**config.mk**
```make
export PLATFORM = sky130hd
export DESIGN_NAME = adder_bist_ctrl
export DESIGN_NICKNAME = d
export VERILOG_FILES = /design/src/rtl/adder_test_pkg.sv /design/src/rtl/adder_lfsr16.sv /design/src/rtl/adder_bist_ctrl.sv
export SDC_FILE = /design/constraint.sdc
export NUM_CORES = 1
export LEC_CHECK = 0
export ABC_AREA = 1
export CAP_MARGIN = 10
export CORE_AREA = 2 2 174 176
export CTS_BUF_LIST = sky130_fd_sc_hd__clkbuf_2 sky130_fd_sc_hd__clkbuf_4 sky130_fd_sc_hd__clkbuf_8
export DETAILED_ROUTE_END_ITERATION = 7
export DIE_AREA = 0 0 176 178
export PLACE_DENSITY = 0.64
export SYNTH_ARGS = -nofsm -noshare
export SYNTH_HDL_FRONTEND = slang
export SYNTH_HIERARCHICAL = 1
export SYNTH_SLANG_ARGS = --single-unit
```
**constraint.sdc**
```tcl
create_clock -name clk -period 7.23 [get_ports clk]
set_input_delay 0.723 -clock clk [delete_from_list [all_inputs] [get_ports clk]]
set_output_delay 0.723 -clock clk [all_outputs]
set_load 0.05 [all_outputs]
```
**src/rtl/adder_test_pkg.sv**
```systemverilog
// Shared types and constants for the adder self-test controller:
// FSM states, LFSR tap positions, operand scrambling steps and the LFSR step function.
package adder_test_pkg;

   localparam int DEF_WIDTH = 16;

   // Operand sweep increments applied per pattern index before LFSR scrambling.
   localparam int unsigned A_STEP = 511;
   localparam int unsigned B_STEP = 509;

   localparam int TAP_A = 15;
   localparam int TAP_B = 14;
   localparam int TAP_C = 13;
   localparam int TAP_D = 4;

   typedef enum logic [1:0] {
      ST_IDLE,
      ST_RUN,
      ST_DRAIN,
      ST_DONE
   } state_e;

   function automatic logic [15:0] lfsr_step(input logic [15:0] s);
      return {s[14:0], s[TAP_A] ^ s[TAP_B] ^ s[TAP_C] ^ s[TAP_D]};
   endfunction

endpackage

```
**src/rtl/adder_lfsr16.sv**
```systemverilog
// 16-bit Fibonacci LFSR with a parallel data-XOR input, so the same register
// serves as the operand scrambler (data tied to 0) and as a MISR compactor.
module adder_lfsr16
   import adder_test_pkg::*;
(
   input  logic        clk,
   input  logic        rst,
   input  logic        load,
   input  logic [15:0] seed,
   input  logic        en,
   input  logic [15:0] data,
   output logic [15:0] state
);

   logic [15:0] state_q, state_d;

   always_comb begin
      state_d = state_q;
      if (load) begin
         state_d = seed;
      end else if (en) begin
         state_d = lfsr_step(state_q) ^ data;
      end
   end

   always_ff @(posedge clk) begin
      if (rst) begin
         state_q <= seed;
      end else begin
         state_q <= state_d;
      end
   end

   assign state = state_q;

endmodule

```
**src/rtl/adder_bist_ctrl.sv**
```systemverilog
// Self-test sequencer for the adder datapath: issues scrambled operand pairs, delays the golden
// sum to match adder latency and tallies mismatches. ADDER_BIST_SIGNATURE_EN adds a result MISR.
module adder_bist_ctrl
   import adder_test_pkg::*;
#(
   parameter int          WIDTH       = DEF_WIDTH,
   parameter int unsigned PATTERNS    = 128,
   parameter int          DUT_LATENCY = 1,
   parameter logic [15:0] SEED        = 16'h0001
) (
   input  logic             clk,
   input  logic             rst,
   input  logic             start,
   input  logic [WIDTH:0]   sum_in,
   output logic [WIDTH-1:0] a,
   output logic [WIDTH-1:0] b,
   output logic             busy,
   output logic             done,
   output logic             pass,
   output logic [15:0]      err_count,
   output logic [31:0]      first_fail_idx,
   output logic [15:0]      sig
);

   localparam logic [31:0] LAST_IDX = 32'(PATTERNS - 1);

   typedef struct packed {
      logic           vld;
      logic [31:0]    idx;
      logic [WIDTH:0] exp;
   } dl_entry_t;

   state_e           state_q, state_d;
   logic [31:0]      idx_q, idx_d;
   logic [WIDTH-1:0] a_q, a_d, b_q, b_d;
   logic [15:0]      err_q, err_d;
   logic [31:0]      ffi_q, ffi_d;
   logic [15:0]      lfsr_q;
   dl_entry_t        dl_q [DUT_LATENCY];
   dl_entry_t        dl_in, dl_out;

   logic             run_start, issue_next, last_issue;
   logic             cmp_valid, mismatch, last_cmp;
   logic [31:0]      pat_k;
   logic [15:0]      pat_l;

   // lfsr_q holds L_k while pattern k sits on a/b; the next pattern uses its successor.
   adder_lfsr16 u_lfsr (
      .clk   (clk),
      .rst   (rst),
      .load  (run_start),
      .seed  (SEED),
      .en    (state_q == ST_RUN),
      .data  (16'h0000),
      .state (lfsr_q)
   );

   assign last_issue = (idx_q == LAST_IDX);
   assign dl_out     = dl_q[DUT_LATENCY-1];
   assign cmp_valid  = dl_out.vld;
   assign mismatch   = cmp_valid && (dl_out.exp != sum_in);
   assign last_cmp   = cmp_valid && (dl_out.idx == LAST_IDX);

   // NOTE: every always_comb output gets a default first so no path leaves it unassigned (no latch).
   always_comb begin
      state_d    = state_q;
      run_start  = 1'b0;
      issue_next = 1'b0;
      case (state_q)
         ST_IDLE, ST_DONE: begin
            if (start) begin
               state_d   = ST_RUN;
               run_start = 1'b1;
            end
         end
         ST_RUN: begin
            if (last_issue) state_d = ST_DRAIN;
            else            issue_next = 1'b1;
         end
         ST_DRAIN: begin
            if (last_cmp) state_d = ST_DONE;
         end
         default: state_d = ST_IDLE;
      endcase
   end

   always_comb begin
      pat_k = run_start ? 32'd0 : idx_q + 32'd1;
      pat_l = run_start ? SEED : lfsr_step(lfsr_q);
      a_d   = a_q;
      b_d   = b_q;
      idx_d = idx_q;
      if (run_start || issue_next) begin
         a_d   = ({WIDTH{1'b1}} - WIDTH'(pat_k) * WIDTH'(A_STEP)) ^ WIDTH'(pat_l);
         b_d   = (WIDTH'(1) + WIDTH'(pat_k) * WIDTH'(B_STEP)) ^ WIDTH'(pat_l);
         idx_d = pat_k;
      end

      err_d = err_q;
      ffi_d = ffi_q;
      if (run_start) begin
         err_d = '0;
         ffi_d = '0;
      end else if (mismatch) begin
         if (err_q != 16'hFFFF) err_d = err_q + 16'd1;
         if (err_q == 16'h0000) ffi_d = dl_out.idx;
      end

      dl_in.vld = (state_q == ST_RUN);
      dl_in.idx = idx_q;
      dl_in.exp = {1'b0, a_q} + {1'b0, b_q};
   end

   always_ff @(posedge clk) begin
      if (rst) begin
         state_q <= ST_IDLE;
         idx_q   <= '0;
         a_q     <= '0;
         b_q     <= '0;
         err_q   <= '0;
         ffi_q   <= '0;
         // NOTE: the golden delay line is reset too; a stale valid bit would score a bogus compare.
         for (int i = 0; i < DUT_LATENCY; i++) dl_q[i] <= '0;
      end else begin
         state_q <= state_d;
         idx_q   <= idx_d;
         a_q     <= a_d;
         b_q     <= b_d;
         err_q   <= err_d;
         ffi_q   <= ffi_d;
         dl_q[0] <= dl_in;
         for (int i = 1; i < DUT_LATENCY; i++) dl_q[i] <= dl_q[i-1];
      end
   end

`ifdef ADDER_BIST_SIGNATURE_EN
   logic [15:0] misr_q;

   adder_lfsr16 u_misr (
      .clk   (clk),
      .rst   (rst),
      .load  (run_start),
      .seed  (16'h0000),
      .en    (cmp_valid),
      .data  (sum_in[15:0]),
      .state (misr_q)
   );

   assign sig = misr_q;
`else
   assign sig = 16'h0000;
`endif

   assign a              = a_q;
   assign b              = b_q;
   assign busy           = (state_q == ST_RUN) || (state_q == ST_DRAIN);
   assign done           = (state_q == ST_DONE);
   assign pass           = (state_q == ST_DONE) && (err_q == 16'h0000);
   assign err_count      = err_q;
   assign first_fail_idx = ffi_q;

endmodule

```
Word-level counts from Yosys, hierarchy flattened --
Memories as Yosys holds them, arrays and structs flattened. Index checks and enable logic that the tools add are counted.
Word-level totals: memories kept 1, register bits 130, bits in writable memories 50, output and inout bits 99
Memory list:
- dl_q | depth 1, bits a word 50, rd ports 1, clocked after memory_dff 0, wr ports 1, line adder_bist_ctrl.sv:39 | dl_entry_t dl_q [DUT_LATENCY];
Operators by class: reduce and logical (&&, ||, !) cells 13, muxes and demuxes 15, equality and inequality tests 10, multipliers 2, add/subtract/negate cells 5, bitwise operators 5
Operator list (count):
- == test 32 x 7 -> 1 bit (second input constant) | 2
- 2-to-1 mux 50 bit | 1
- OR reduction 50 bit | 1
- adder 32 x 1 -> 32 bit (second input constant) | 1
- multiplier 16 x 9 -> 16 bit (second input constant) | 2
- 2-to-1 mux 32 bit | 1
- bitwise XOR 16 bit | 2
- adder 16 x 16 -> 17 bit | 1
- inequality test 17 bit | 1
- adder 1 x 16 -> 16 bit (first input constant) | 1
- adder 16 x 1 -> 16 bit (second input constant) | 1
- logical NOT 16 bit | 1
- 2-to-1 mux 16 bit | 1
- inequality test 16 bit (second input constant) | 1
- subtractor 16 bit (first input constant) | 1
- 2-to-1 mux 1 bit | 8
- 2-to-1 mux 2 bit | 3
- inequality test 2 bit (second input constant) | 3
- one-hot mux 2 bit (3 select lines) | 1
- == test 2 bit (second input constant) | 2
- AND reduction 2 bit | 2
- OR reduction 2 bit | 2
- logical AND 1 bit | 3
- AND reduction 3 bit | 1
- other kinds (4) | 7

Depth between registers and ports, before layout --
word-level depth 7, depth in mapped cells 33, mapped depth without buffers 33

Modules after synthesis --
The synthesis kept the hierarchy.
By module, submodules not included:
- adder_bist_ctrl | instances 1, area an instance 12132.9 sq um, cells an instance 1588, seq. area each 3243.1 sq um
- adder_lfsr16 | instances 1, area an instance 918.4 sq um, cells an instance 98, seq. area each 480.5 sq um

Worst setup path before layout --
Ideal clock, no wire load.
kind input -> register, from input start, to register b_q[15], in the netlist b[15], required time 7.121 ns, cell stages on the path 27, path slack 1.614 ns, arrival time 5.507 ns, library setup time 0.109 ns, buffers on the path 2, cell sequence nand2_1 -> buf_2 -> inv_1 -> buf_2 -> nor3_1 -> inv_1 -> fa_1 -> inv_1 -> fa_1 -> fa_1 -> inv_1 -> fa_1 -> inv_1 -> ha_1 -> a21oi_1 -> o21ai_0 -> nand2_1 -> nand3_1 -> nand2_1 -> nand2_1 -> or2_2 -> nand2_1 -> inv_1 -> nand2_1 -> nand3_1 -> nand2_1 -> inv_1
On the way: longest elaborated chain between the ends 6, elaborated cells between the ends (all ways) 8, those cells by class add/sub (1); mul (1); mux (4); bitwise (1); reduce/logical (1)
RTL lines:
- start: declaration | line adder_bist_ctrl.sv:13 | input logic start,
- 2-to-1 mux 1 bit | line adder_bist_ctrl.sv:71 | if (start) begin
- 2-to-1 mux 1 bit | line adder_bist_ctrl.sv:69 | case (state_q)
- via run_start | line adder_bist_ctrl.sv:42 | logic run_start, issue_next, last_issue;
- 2-to-1 mux 32 bit | line adder_bist_ctrl.sv:88 | pat_k = run_start ? 32'd0 : idx_q + 32'd1;
- via pat_k[5] | line adder_bist_ctrl.sv:44 | logic [31:0] pat_k;
- multiplier 16 x 9 -> 16 bit | line adder_bist_ctrl.sv:95 | b_d = (WIDTH'(1) + WIDTH'(pat_k) * WIDTH'(B_STEP)) ^ WIDTH'(pat_l);
- adder 1 x 16 -> 16 bit | line adder_bist_ctrl.sv:95
- bitwise XOR 16 bit | line adder_bist_ctrl.sv:95
- end signal: assignment | line adder_bist_ctrl.sv:119 | b_q <= '0;
- end signal: assignment | line adder_bist_ctrl.sv:128 | b_q <= b_d;
- end: declaration | line adder_bist_ctrl.sv:35 | logic [WIDTH-1:0] a_q, a_d, b_q, b_d;
The timed path passes the listed nets, and every way through them passes these cells. A chain may end at the register's enable or synchronous reset.

Final worst setup path --
from register state_q[0], to register a_q[15], in the netlist a[15]
On the way: longest elaborated chain between the ends 7, elaborated cells between the ends (all ways) 12, those cells by class add/sub (1); mul (1); eq/ne (2); mux (4); bitwise (1); reduce/logical (3)
RTL lines:
- start: declaration | line adder_bist_ctrl.sv:33 | state_e state_q, state_d;
- start signal: assignment | line adder_bist_ctrl.sv:125 | state_q <= state_d;
- == test 2 bit / logical NOT 2 bit (equally long branches) | line adder_bist_ctrl.sv:69
- OR reduction 2 bit * | line adder_bist_ctrl.sv:69
- 2-to-1 mux 1 bit * | line adder_bist_ctrl.sv:69
- 2-to-1 mux 32 bit * | line adder_bist_ctrl.sv:88
- via pat_k[6] | line adder_bist_ctrl.sv:44
- multiplier 16 x 9 -> 16 bit * | line adder_bist_ctrl.sv:94 | a_d = ({WIDTH{1'b1}} - WIDTH'(pat_k) * WIDTH'(A_STEP)) ^ WIDTH'(pat_l);
- subtractor 16 bit * | line adder_bist_ctrl.sv:94
- bitwise XOR 16 bit * | line adder_bist_ctrl.sv:94
- end signal: assignment | line adder_bist_ctrl.sv:118 | a_q <= '0;
- end signal: assignment | line adder_bist_ctrl.sv:127 | a_q <= a_d;
- end: declaration | line adder_bist_ctrl.sv:35
The timed path passes the listed nets; every way through them passes the cells marked *.

==> summary by stage <==
Run status
The flow ran to the end, and the final reports show no timing, DRC or antenna violations.

Setup path
At the worst endpoint, the arrival time is 6.50 ns. The data required time at the worst endpoint is 7.63 ns. The worst setup path is launched from a flip-flop. The kind of capture point of the worst setup path is a flip-flop.

The kind of critical path is reg2reg. In this run the worst path has a maximum fanout of 28.

Routing
In the routed layout, each cell is associated on average with a via count of 4.924. Before antenna repair, the detailed router went through 5 iterations. In the routed design, unresolved DRC markers number 0. Summed over all layers, the routed wires come to 33.38 mm. The detail route stage leaves a number of antenna-violating nets equal to 0. The routed layout has 10870 vias. In this run, the number of DRC markers left after iteration 0 of detailed routing was 622. In the final routed layout, each cell accounts on average for 15.12 um.

Job
The tool flagged a number of max-cap violations equal to 0.

Placement
The placed wire-length estimate after detailed placement is 26.76 mm. The final weighted congestion in routability-driven placement is 0.9046. Port buffering added 102 buffers. Timing analysis after detailed placement gives a worst setup slack of 0.8071 ns.

Floorplan
The die footprint is 31330 um2. For this design the top-level I/O count stands at 119. The height of the die is 178 um. The starting density of the core is 44.39%. The floorplan step set the die width to 176 um. The area of the core is 29400 um2.

The floorplan has 63 rows.

Final layout
The register area is 3724 um2. The final antenna diode count is 0. Of the cells placed in the final design, the portion with a size suffix greater than 1 is 4.950%.

The number of fill cells in the layout is 2891. The layout overhead on the synthesized area is 13.93%. Measured on the finished design, the core utilization comes to 50.57%. The number of nets at the end of the flow is 1995. In the final layout, the multi-input gates occupy 7939 um2.

Timing
The clock skew is 0.02379 ns. Setup violations remaining at the end of the flow were counted as 0. The routed design could run at a clock period as short as 6.101 ns. The share of the clock period used by the worst path is 84.38%.

The achievable frequency is 0.1639 GHz. Measured against its own limit, the worst slew margin works out to 46.76%. The number of slew-limit violations in the final report was 0. The count of final hold-check violations is 0. Setup total negative slack on the finished layout was measured at 0 ns.

Setup repair after global routing left no endpoint under its margin. The final worst slack is 1.129 ns. For the pin with the worst max-slew slack, the measured transition is 0.7966 ns.

Global route
The initial antenna violation count is 0. Entering global routing, the biggest net connects 83 pins. Global routing used 22.06% of the available tracks. The via count of the first global-routing pass is 10650. Summed over all layers, the global routing overflow is 0. The wire length of the first global-routing pass is 54.87 mm.

Clock network
The register clock-pin slew on the reported worst setup and hold paths is 0.12 ns. The sink count of the clock tree is 178. The CTS buffer count is 17. In this run the clock root is driven by a clkbuf_8.

The number of hold buffers added after CTS is 0. The buffer levels on the longest clock path is 2. Once the clock tree was built, the setup fixing pass inserted 0 buffers. In this run the number of H-tree levels came out at 4. Once the clock tree was built, the resizer swapped 0 gates to a different size. The latest clock arrival within the worst-skew pair is 0.48 ns. TritonCTS built the clock tree.

Yosys
The most used flip-flop cell after synthesis is dfxtp_1. The distinct cell type count of the synthesized netlist is 47. After synthesis, the mean cell area works out to 7.741 um2. Synthesis handed over a netlist of 1686 instances.

The post-synthesis register bit count is 178. The synthesized design contains 16 enable-type register cells. The total number of yosys warnings is 6. Of all flip-flops after synthesis, the portion carrying an async set or reset was 0%. The mapped netlist covers 13050 um2. The sequential area share after synthesis is 28.53%.

Min path
The path class of the tightest hold or removal check is reg2reg.
sequential cells by signal (all words and copies together) (netlist names):
name,count
err_count,16
b,15
dl_q,49
first_fail_idx,32
idx_q,32
state_q,2
u_lfsr/state,16
a,16
cell usage in the layout (no fill, tap or decap), types with 4 or more instances in the layout:
cell type        netlist  final
a21o_1                 8      8
a21oi_1              148    148
inv_2                  7      7
nand4_1               27     27
or2_2                  4      4
o21ai_0              122    122
dfxtp_1              162    162
nor4_1                15     15
edfxtp_1              16     16
fa_1                  75     75
xnor2_1               52     52
nor2_1               117    116
xor2_1                72     72
clkdlybuf4s50_1        0    101
ha_1                  95     95
nor2_2                 6      7
nand2_2                6      7
o21bai_1               8      8
nand3_1               68     68
buf_4                 20     11
o21a_1                 7      7
nand2_1              229    228
inv_1                318    318
clkbuf_8               0     17
nor3_1                23     23
inv_8                  0      5
conb_1                 2     49
nor2_4                 7      7
o21ai_1                8      8
area by class of cell:
| class | instances | share of cell area, % |
|---|---|---|
| Multi-Input combinational cell | 1169 | 53.39 |
| Sequential cell | 178 | 25.04 |
| Inverter | 326 | 8.246 |
| Timing Repair Buffer | 113 | 7.388 |
| Tap cell | 390 | 3.282 |
| Clock buffer | 17 | 1.574 |
| Clock inverter | 15 | 1.077 |
per-stage QoR:
step	hold slack, ns	area (um2)	instances
4_1_cts	0.4522	14870	2208
5_1_grt	0.4673	14870	2208
2_1_floorplan	0.4390	13230	1733
3_3_place_gp	0.4322	14480	2176
3_5_place_dp	0.4358	14480	2176
6_report	0.4500	14870	2208
cells in the mapped netlist, types with 7 or more instances:
cell	number	area [um2]
nor3_1	23	115.1
clkbuf_1	25	93.84
a21o_1	8	60.06
buf_4	20	150.1
edfxtp_1	16	480.5
nand4_1	27	168.9
inv_1	318	1194
inv_2	7	26.28
o21ai_0	122	610.6
nor2_4	7	78.83
a21oi_1	148	740.7
fa_1	75	1501
nor4_1	15	93.84
o21bai_1	8	60.06
o21a_1	7	52.55
xor2_1	72	630.6
nand2_1	229	859.6
dfxtp_1	162	3243
xnor2_1	52	455.4
nor2_1	117	439.2
nand3_1	68	340.3
o21ai_1	8	40.04
ha_1	95	1189
cells by family after synthesis:
logic type	synth area share [%]
AO/OA/AOI/OAI	12.71
XOR/XNOR	8.321
adder cells (fa/ha/maj)	20.61
buffers and inverters	12.03
flip-flops	28.53
other	0.05754
AND/OR/NAND/NOR	17.74
per-layer routing:
layer	global-route usage [%]	up-vias	wire, um
li1	-	5532	-
met1	30.13	5041	15850
met2	36.63	254	15510
met3	2.920	46	1254
met4	6.405	0	760
met5	0	-	0
worst max-delay path, cell delays in order, from the launching register on:
cell and delay [ns]:
dfxtp_1 0.41, inv_1 0.08, ha_1 0.31, nand2_1 0.12, buf_4 0.37, nand2_1 0.15
nor2_2 0.27, inv_1 0.22, fa_1 0.81, nand2_1 0.11, inv_1 0.10, nor2_1 0.05
ha_1 0.30, fa_1 0.55, inv_1 0.06, fa_1 0.55, inv_1 0.06, ha_1 0.33
inv_1 0.10, nor3_1 0.28, nand3_1 0.12, nand3_1 0.15, xor2_1 0.23, nand3_1 0.10
nand2_1 0.06, nor2_1 0.05, nor2_1 0.07
path summary, 6_finish.rpt:
kind	from	to	slack, ns	depth (start not counted)
max reg2reg	state_q[0]	a[15]	1.13	26
min	first_fail_idx[0]	first_fail_idx[0]	0.45	2
min reg2reg	first_fail_idx[0]	first_fail_idx[0]	0.45	2
max	state_q[0]	a[15]	1.13	26
Power is left out: the tool's default activity adds up to more than one toggle a clock period on the data nets, which glitch-free logic cannot reach.
